**src/rtl/rob_scheduler.sv**
```systemverilog
// Reorder-buffer scheduler: issues transaction IDs in order, accepts
// out-of-order completions from several walkers through a round-robin
// arbiter, and retires entries strictly in allocation order.
module rob_scheduler #(
    parameter  int ROB_DEPTH   = 8,
    parameter  int NUM_WALKERS = 2,
    parameter  int DATA_WIDTH  = 32,
    localparam int ID_WIDTH    = $clog2(ROB_DEPTH)
) (
    input  logic                              clk_i,
    input  logic                              rst_i,
    input  logic                              flush_i,
    input  logic                              alloc_valid_i,
    output logic                              alloc_ready_o,
    output logic [ID_WIDTH-1:0]               alloc_id_o,
    input  logic [NUM_WALKERS-1:0]            cmpl_valid_i,
    input  logic [NUM_WALKERS*ID_WIDTH-1:0]   cmpl_id_i,
    input  logic [NUM_WALKERS*DATA_WIDTH-1:0] cmpl_data_i,
    output logic [NUM_WALKERS-1:0]            cmpl_ready_o,
    output logic                              commit_valid_o,
    input  logic                              commit_ready_i,
    output logic [ID_WIDTH-1:0]               commit_id_o,
    output logic [DATA_WIDTH-1:0]             commit_data_o,
    output logic [ID_WIDTH:0]                 count_o,
    output logic                              err_o
);
    localparam int RR_W = (NUM_WALKERS > 1) ? $clog2(NUM_WALKERS) : 1;

    logic [ID_WIDTH:0]                      head_q, head_d, tail_q, tail_d;
    logic [ROB_DEPTH-1:0]                   alloc_q, alloc_d, done_q, done_d;
    logic [ROB_DEPTH-1:0][DATA_WIDTH-1:0]   data_q, data_d;
    logic [RR_W-1:0]                        rr_q, rr_d;
    logic                                   err_q, err_d;

    logic [ID_WIDTH-1:0]   head_idx, tail_idx, gnt_id;
    logic [DATA_WIDTH-1:0] gnt_data;
    logic                  gnt_any, alloc_fire, commit_fire;
    int                    gnt_idx;

    assign head_idx       = head_q[ID_WIDTH-1:0];
    assign tail_idx       = tail_q[ID_WIDTH-1:0];
    assign count_o        = tail_q - head_q;
    // Full check uses registered state only; a same-cycle commit does not free a slot early.
    assign alloc_ready_o  = (count_o < (ID_WIDTH+1)'(ROB_DEPTH));
    assign alloc_id_o     = tail_idx;
    assign commit_valid_o = (count_o != '0) && done_q[head_idx];
    assign commit_id_o    = head_idx;
    assign commit_data_o  = data_q[head_idx];
    assign err_o          = err_q;
    assign alloc_fire     = alloc_valid_i && alloc_ready_o;
    assign commit_fire    = commit_valid_o && commit_ready_i;

    // Round-robin pick: scan walkers starting at rr_q, first valid requester wins.
    always_comb begin
        int idx;
        cmpl_ready_o = '0;
        gnt_any      = 1'b0;
        gnt_idx      = 0;
        for (int k = 0; k < NUM_WALKERS; k++) begin
            idx = int'(rr_q) + k;
            if (idx >= NUM_WALKERS) idx = idx - NUM_WALKERS;
            if (!gnt_any && cmpl_valid_i[idx]) begin
                gnt_any = 1'b1;
                gnt_idx = idx;
            end
        end
        if (gnt_any) cmpl_ready_o[gnt_idx] = 1'b1;
        gnt_id   = cmpl_id_i[gnt_idx*ID_WIDTH +: ID_WIDTH];
        gnt_data = cmpl_data_i[gnt_idx*DATA_WIDTH +: DATA_WIDTH];
    end

    // Next state: alloc, completion and commit touch independent entries; flush wipes tracking.
    always_comb begin
        int nxt;
        head_d  = head_q;
        tail_d  = tail_q;
        alloc_d = alloc_q;
        done_d  = done_q;
        data_d  = data_q;
        rr_d    = rr_q;
        err_d   = err_q;
        nxt     = gnt_idx + 1;
        if (nxt >= NUM_WALKERS) nxt = 0;

        if (alloc_fire) begin
            alloc_d[tail_idx] = 1'b1;
            done_d[tail_idx]  = 1'b0;
            tail_d            = tail_q + (ID_WIDTH+1)'(1);
        end
        if (gnt_any) begin
            rr_d = RR_W'(nxt);
            // Validity is judged on registered bits, so an ID issued this cycle is still free.
            if (alloc_q[gnt_id] && !done_q[gnt_id]) begin
                done_d[gnt_id] = 1'b1;
                data_d[gnt_id] = gnt_data;
            end else begin
                err_d = 1'b1;
            end
        end
        if (commit_fire) begin
            alloc_d[head_idx] = 1'b0;
            done_d[head_idx]  = 1'b0;
            head_d            = head_q + (ID_WIDTH+1)'(1);
        end

        if (flush_i) begin
            head_d  = '0;
            tail_d  = '0;
            alloc_d = '0;
            done_d  = '0;
            rr_d    = '0;
            data_d  = data_q;
            err_d   = err_q;
        end
    end

    // Control state register with synchronous reset.
    always_ff @(posedge clk_i) begin
        if (rst_i) begin
            head_q  <= '0;
            tail_q  <= '0;
            alloc_q <= '0;
            done_q  <= '0;
            rr_q    <= '0;
            err_q   <= 1'b0;
        end else begin
            head_q  <= head_d;
            tail_q  <= tail_d;
            alloc_q <= alloc_d;
            done_q  <= done_d;
            rr_q    <= rr_d;
            err_q   <= err_d;
        end
    end

    // Payload storage; only read behind a done bit, so it needs no reset.
    always_ff @(posedge clk_i) begin
        data_q <= data_d;
    end

endmodule
```
**config.mk**
```make
export PLATFORM = sky130hd
export DESIGN_NAME = rob_scheduler
export DESIGN_NICKNAME = d
export VERILOG_FILES = /design/src/rtl/rob_scheduler.sv
export SDC_FILE = /design/constraint.sdc
export NUM_CORES = 1
export LEC_CHECK = 0
export BUFFER_PORTS_ARGS = -buffer_cell sky130_fd_sc_hd__buf_2
export CORE_ASPECT_RATIO = 0.6
export CORE_MARGIN = 2
export CORE_UTILIZATION = 30
export DETAILED_ROUTE_END_ITERATION = 10
export PLACE_DENSITY = 0.52
export SLEW_MARGIN = 20
export SYNTH_ARGS = -nofsm -noshare
export SYNTH_HDL_FRONTEND = slang
export SYNTH_SLANG_ARGS = --single-unit
```
**constraint.sdc**
```tcl
create_clock -name clk_i -period 6.3 [get_ports clk_i]
set_input_delay 0.315 -clock clk_i [delete_from_list [all_inputs] [get_ports clk_i]]
set_output_delay 0.315 -clock clk_i [all_outputs]
set_load 0.02 [all_outputs]
```
==> flow_summary.ini, run 1 <==
[pwr]
peakVddDrop_v = 0.000205
p_leak_nw = 4.64
powerDensity_nw_per_um2 = 265

[global_route]
grt_antenna_before_repair = 0
grt_pass1_vias = 7116
grt_start_max_net_pins = 58
overflow = 0
grt_pass1_wl_um = 45800
grt_usage = 0.148

[critical_path]
critPathMostFrequentCell = a21oi_1
rr_worst_depth = 9
path_cells = clkinv_1 -> buf_4 -> ha_1 -> nand3b_1 -> a21oi_1 -> nor2b_1 -> a21oi_1 -> buf_2
worstPathArrival_ps = 3720
critPathMaxStageDelay_ps = 840
path_class = reg -> out
start_kind = register
r2r_end = done_q[0]$_SDFF_PP0_
rrSetupSlack_ps = 2660
regToRegStartpoint = head_q[1]$_SDFFE_PP0P_
path_max_fanout = 34
cpMaxStageDelayCell = dfxtp_2
worstSetupEndpointType = output port
required_ps = 5980

[clock_tree]
cts_max_level = 1
cts.sinks = 282
clk_pin_slew_ps = 60
post_cts_resized = 0
clock_latency_ps = 540
cts_tree = done
cts_made_buffers = 27
root_buffer = clkbuf_16
clockBufferDepth = 3

[logic_synthesis]
synth_warnings = 0
synth-async-reset-ratio = 0
syn_avg_cell_area_sq_um = 13.4
ys_seq_elements = 282
synth-edff-count = 256
yosysSeqAreaShare = 0.686
syn_inst = 895
ys.flop_type = edfxtp_1
synth_nets = 978
syn-cell-area_sq_um = 12000
netlist-cell-type-count = 50

[sta]
rsz0062_at_grt = false
max_slew_margin = 0.332
period_minus_slack_ps = 4040
finClkSkew_ps = 8.94
fin_setup_tns_ps = 0
fin_crit_sh = 0.641
setup_viol = 0
slew_violations = 0
tightest_slew_ps = 998
hold_viol = 0
fmaxAchievable_ghz = 0.248

[route]
vias_per_cell = 4.84
drtAntennaViolNets = 0
drt_drc_violations_left = 0
wire_per_inst_um = 19.7
vias = 7508
drt_iter0_drc = 550
dr.pass1.iters = 5
wirelength_um = 30600

[finish]
utilization = 0.357
final_nets = 1091
drive_gt1_frac = 0.234
syn2layout_area_growth_pct = 17.0
nFillCells = 3808
antennaDiodeCount = 0

[floorplan]
die_x_um = 262
die-area_sq_um = 41500
dieHeight_um = 159
ioPinCount = 124
core_area_sq_um = 39200
initial_core_util = 0.305
fp-row-count = 56

[job]
drv_cap = 0

[place]
gp_congestion = 0.805
port_buffers = 123
hpwl_um = 19000

[min_path]
hp-class = in -> reg
min_to = rr_q$_SDFFE_PP0N_
min-delay-start = cmpl_valid_i[1]
min_path_cells = 2

[status]
status = finished, final reports clean
[how the worst max path moves through the flow]
stage,endpoint,slack [ps],startpoint,cells after the start
finish,commit_valid_o,2260,head_q[1]$_SDFFE_PP0P_,8
global route,commit_valid_o,2030,head_q[1]$_SDFFE_PP0P_,8
CTS,commit_valid_o,2270,head_q[1]$_SDFFE_PP0P_,8
detailed placement,done_q[6]$_SDFF_PP0_,2710,head_q[1]$_SDFFE_PP0P_,9
global placement,done_q[6]$_SDFF_PP0_,2690,head_q[1]$_SDFFE_PP0P_,9
floorplan,data_q[224]$_DFFE_PP_,1310,rr_q$_SDFFE_PP0N_,5
[state kept, by name (all words and copies together) (netlist names)]
register and flops:
done_q 8, head_q 4, alloc_q 8, rr_q 1
err_o 1, data_q 256, tail_q 4
[worst max-delay path: cells and delay by family, from the launching register on]
family / cells / cell delay (ps)
simple gates: 2 / 210
flops: 1 / 840
compound gates: 2 / 920
buf+inv: 3 / 790
fa+ha+maj: 1 / 360
[cell usage in the layout (no fill, tap or decap), types with 5 or more instances in the layout]
master and n:
edfxtp_1 256, nand2_1 138, buf_2 123, nor2_1 81, a21oi_1 75, mux2i_1 70, mux2_2 37, o221ai_1 31
clkbuf_16 27, dfxtp_1 23, buf_4 18, inv_1 15, nand3_1 10, nand2b_1 8, nor4_2 8, clkinv_1 7
a211oi_1 6, clkbuf_1 6, clkinv_2 6, nor2b_1 5, a221oi_1 5, o21ai_0 5, ha_1 5
[synth_stat cells, types with 10 or more instances]
library cell	number	area share
nand2_1	138	0.043
inv_1	15	0.0047
mux2i_1	70	0.059
dfxtp_1	26	0.044
mux2_2	37	0.035
edfxtp_1	256	0.64
a21oi_1	75	0.031
o221ai_1	31	0.023
nor2_1	82	0.026
clkbuf_1	31	0.0097
buf_1	13	0.0041
nand3_1	10	0.0042
[power by group]
group / switching, W / internal (W) / leakage [nW] / total (W)
Combinational: 0.000103 / 0.0000414 / 1.73 / 0.000145
Clock: 0.000679 / 0.000826 / 0.392 / 0.00151
Sequential: 0.00000278 / 0.00206 / 2.52 / 0.00206
Total: 0.000785 / 0.00293 / 4.64 / 0.00371
[metal layers]
layer,routed length (um),global-route usage
met1,16300,0.237
met3,1380,0.0236
met5,0,0
met4,471,0.0276
met2,12500,0.206
[what timing repair did]
action,4_1_cts,5_1_grt
buffers inserted,0,0
hold endpoints to repair,1,0
endpoints found under the setup margin,0,0
hold buffers,1,0
[logic make-up after synthesis]
| logic type | count (synthesis) | synth area share |
|---|---|---|
| flip-flops | 282 | 0.686 |
| AND/OR/NAND/NOR | 267 | 0.0935 |
| AO/OA/AOI/OAI | 148 | 0.0818 |
| multiplexers | 111 | 0.101 |
| buffers and inverters | 75 | 0.0263 |
| XOR/XNOR | 6 | 0.00439 |
| adder cells (fa/ha/maj) | 6 | 0.00690 |
[layout make-up]
class                   count  area (sq um)  area share
multi-input cells         538          3500       0.250
clock buffers              33           698      0.0499
inverters                  17          63.8     0.00456
well taps                 522           653      0.0467
clock inverters            16           101     0.00724
repair buffers            142           761      0.0544
flip-flops and latches    282          8210       0.587
[metrics by stage]
step                      cells  cell area (sq um)  power [W]  setup slack (ps)  hold slack (ps)
after detailed placement   1500              13200    0.00225              2710              458
after floorplan             895              12000    0.00218              1310              408
after global routing       1550              14000    0.00383              2030             42.1
after CTS                  1550              14000    0.00375              2270             10.8
after global placement     1500              13200    0.00225              2690              435
final                      1550              14000    0.00371              2260             34.3
No activity file was read; power rests on OpenSTA's default activity.
==> run 2: changes to the inputs <==
--- a/config.mk
+++ b/config.mk
@@ -5,12 +5,13 @@
 export SDC_FILE = /design/constraint.sdc
 export NUM_CORES = 1
 export LEC_CHECK = 0
+export ABC_AREA = 1
 export BUFFER_PORTS_ARGS = -buffer_cell sky130_fd_sc_hd__buf_2
 export CORE_ASPECT_RATIO = 0.6
 export CORE_MARGIN = 2
 export CORE_UTILIZATION = 30
 export DETAILED_ROUTE_END_ITERATION = 10
-export PLACE_DENSITY = 0.52
+export PLACE_DENSITY = 0.54
 export SLEW_MARGIN = 20
 export SYNTH_ARGS = -nofsm -noshare
 export SYNTH_HDL_FRONTEND = slang
==> constraint.sdc (replaced) <==
create_clock -name clk_i -period 3.6 [get_ports clk_i]
set_input_delay 0.18 -clock clk_i [delete_from_list [all_inputs] [get_ports clk_i]]
set_output_delay 0.18 -clock clk_i [all_outputs]
set_load 0.02 [all_outputs]
==> flow_summary.ini, run 2 <==
[status]
status = finished, final reports clean

[critical_path]
endpoint = commit_data_o[23]
cpMaxStageDelayCell = dfxtp_4
required_ps = 3420
path_buf_inv = 3
regToRegStartpoint = rr_q$_SDFFE_PP0N_
critPathMaxStageDelay_ps = 650
path_cells = clkinv_2 -> buf_4 -> o21ai_0 -> nor2_1 -> a221oi_1 -> o221ai_1 -> buf_2
worstPathArrival_ps = 2890
path_delay_family = buffers and inverters
rrSetupSlack_ps = 920
start_kind = register
worstSetupEndpointType = output port
path_class = reg -> out
path_depth = 7
path_max_fanout = 42
crit_path_start = head_q[0]$_SDFFE_PP0P_
r2r_end = data_q[220]$_DFFE_PP_
rr_worst_depth = 12

[floorplan]
ioPinCount = 124
die_x_um = 256
core_area_sq_um = 37600
die-area_sq_um = 39700
initial_core_util = 0.304
dieHeight_um = 155
fp-row-count = 55

[logic_synthesis]
synth-async-reset-ratio = 0
syn_avg_cell_area_sq_um = 12.1
syn-cell-area_sq_um = 11400
ys.flop_type = edfxtp_1
syn_inst = 944
netlist-cell-type-count = 34
synth.largest_area_cell = edfxtp_1
synth.most_common_cell = edfxtp_1
synth.area.top_cells = edfxtp_1, nor2_1, nand2_1
synth_nets = 1027
synth.cells.most_frequent = edfxtp_1, nor2_1, nand2_1
ys_seq_elements = 282
yosysSeqAreaShare = 0.719
synth_top_area_share = 0.673
synth_warnings = 0
synth-edff-count = 256

[global_route]
grt_pass1_wl_um = 45200
overflow = 0
grt_pass1_vias = 7378
grt_usage = 0.148
grt_antenna_before_repair = 1
grt_start_max_net_pins = 71

[sta]
tightest_slew_ps = 808
max_slew_margin = 0.460
fmaxAchievable_ghz = 0.326
fin_crit_sh = 0.853
slew_violations = 0
setup_viol = 0
hold_viol = 0
fin_setup_tns_ps = 0
period_minus_slack_ps = 3070
finClkSkew_ps = 11.4
rsz0062_at_grt = false

[route]
drtAntennaViolNets = 0
drt_iter0_drc = 493
vias_per_cell = 4.78
dr.pass1.iters = 5
vias = 7638
wirelength_um = 29800
wire_per_inst_um = 18.6
drt_drc_violations_left = 0

[clock_tree]
cts_hold_buf = 3
clock_latency_ps = 540
cts_max_level = 1
cts_setup_buffers = 0
cts_made_buffers = 27
cts.sinks = 282
cts_tree = done
post_cts_resized = 0
root_buffer = clkbuf_16
clockBufferDepth = 3
clk_pin_slew_ps = 70

[place]
gp_congestion = 0.860
hpwl_um = 18700
port_buffers = 123
placed_cells = 1549

[finish]
final_cell_mix = edfxtp_1, nor2_1, nand2_1
antennaDiodeCount = 0
largest_reg_flops = 256
utilization = 0.362
reg_top3 = data_q (256), alloc_q (8), done_q (8)
syn2layout_area_growth_pct = 19.0
final_nets = 1151
drive_gt1_frac = 0.193
final_common_cell = edfxtp_1
fin_cells = 1598
regMostFlops = data_q

[pwr]
powerDensity_nw_per_um2 = 503
p_leak_nw = 4.79
peakVddDrop_v = 0.000272

[min_path]
hp-class = in -> reg

[job]
drv_cap = 0
-- run 2: cell count changes in the layout (fill, tap and decap cells not counted), moves of 19 or more --
cell      previous run  this run
nor2_1              81       154
nor3_1               2        28
a21oi_1             75        27
inv_1               15        34
nand3_1             10        31
mux2_2              37         0
a221oi_1             5        31
o21ai_0              5        82
mux2i_1             70         0
-- run 2: where the power goes --
group / switching (W) / internal (W) / total (W)
clock network: 0.00120 / 0.00166 / 0.00286
logic: 0.000227 / 0.0000827 / 0.000309
registers: 0.0000107 / 0.00364 / 0.00365
-- run 2: worst min-delay path by stage --
stage | from | endpoint | slack, ps | depth (start not counted)
CTS | cmpl_data_i[32] | data_q[0]$_DFFE_PP_ | 100 | 3
floorplan | rst_i | err_o$_SDFFE_PP0P_ | 250 | 1
finish | cmpl_data_i[45] | data_q[173]$_DFFE_PP_ | 100 | 3
detailed placement | rst_i | err_o$_SDFFE_PP0P_ | 370 | 2
global placement | rst_i | err_o$_SDFFE_PP0P_ | 360 | 2
global route | cmpl_data_i[45] | data_q[109]$_DFFE_PP_ | 110 | 3
-- run 2: through the flow --
step                      cell area, sq um  hold WS (ps)  setup slack [ps]  total power, W
after floorplan                      11400           249               606         0.00389
after global placement               12700           363               990         0.00403
after detailed placement             12700           366               948         0.00404
after CTS                            13600          95.4               481         0.00689
after global routing                 13600           105               250         0.00708
final                                13600           101               530         0.00683
-- run 2: final cells by class --
cell class / instances / area (sq um)
tap: 513 / 642
timing repair buffer: 148 / 811
multi-input combinational: 570 / 2890
clock buffer: 30 / 687
sequential: 282 / 8210
inverter: 39 / 148
fill: 3736 / 24000
clock inverter: 16 / 193
-- run 2: worst reg2reg max path, stage by stage (launching register included) --
cell,delay (ps)
dfxtp_1,310
inv_1,60
nand2_2,60
nand2_2,270
nand2_1,210
nand2_1,180
nand2_1,80
nand3_1,70
nand3_1,110
nand2_2,170
nand3_1,210
nor2_4,130
buf_4,420
-- run 2: cell families (layout without fill, tap and decap cells) --
family	Yosys count	count (layout)	synth area share
fa+ha+maj	6	6	0.00723
xor+xnor	3	3	0.00230
flops	282	282	0.719
compound gates	178	178	0.0999
simple gates	383	383	0.136
buf+inv	92	233	0.0354
-- run 2: layer usage --
layer | track usage | vias up | part of all wire
met2 | 0.218 | 192 | 0.42
li1 | - | 3668 | -
met5 | 0 | - | 0
met4 | 0.0206 | 0 | 0.011
met3 | 0.0297 | 34 | 0.051
met1 | 0.230 | 3744 | 0.52
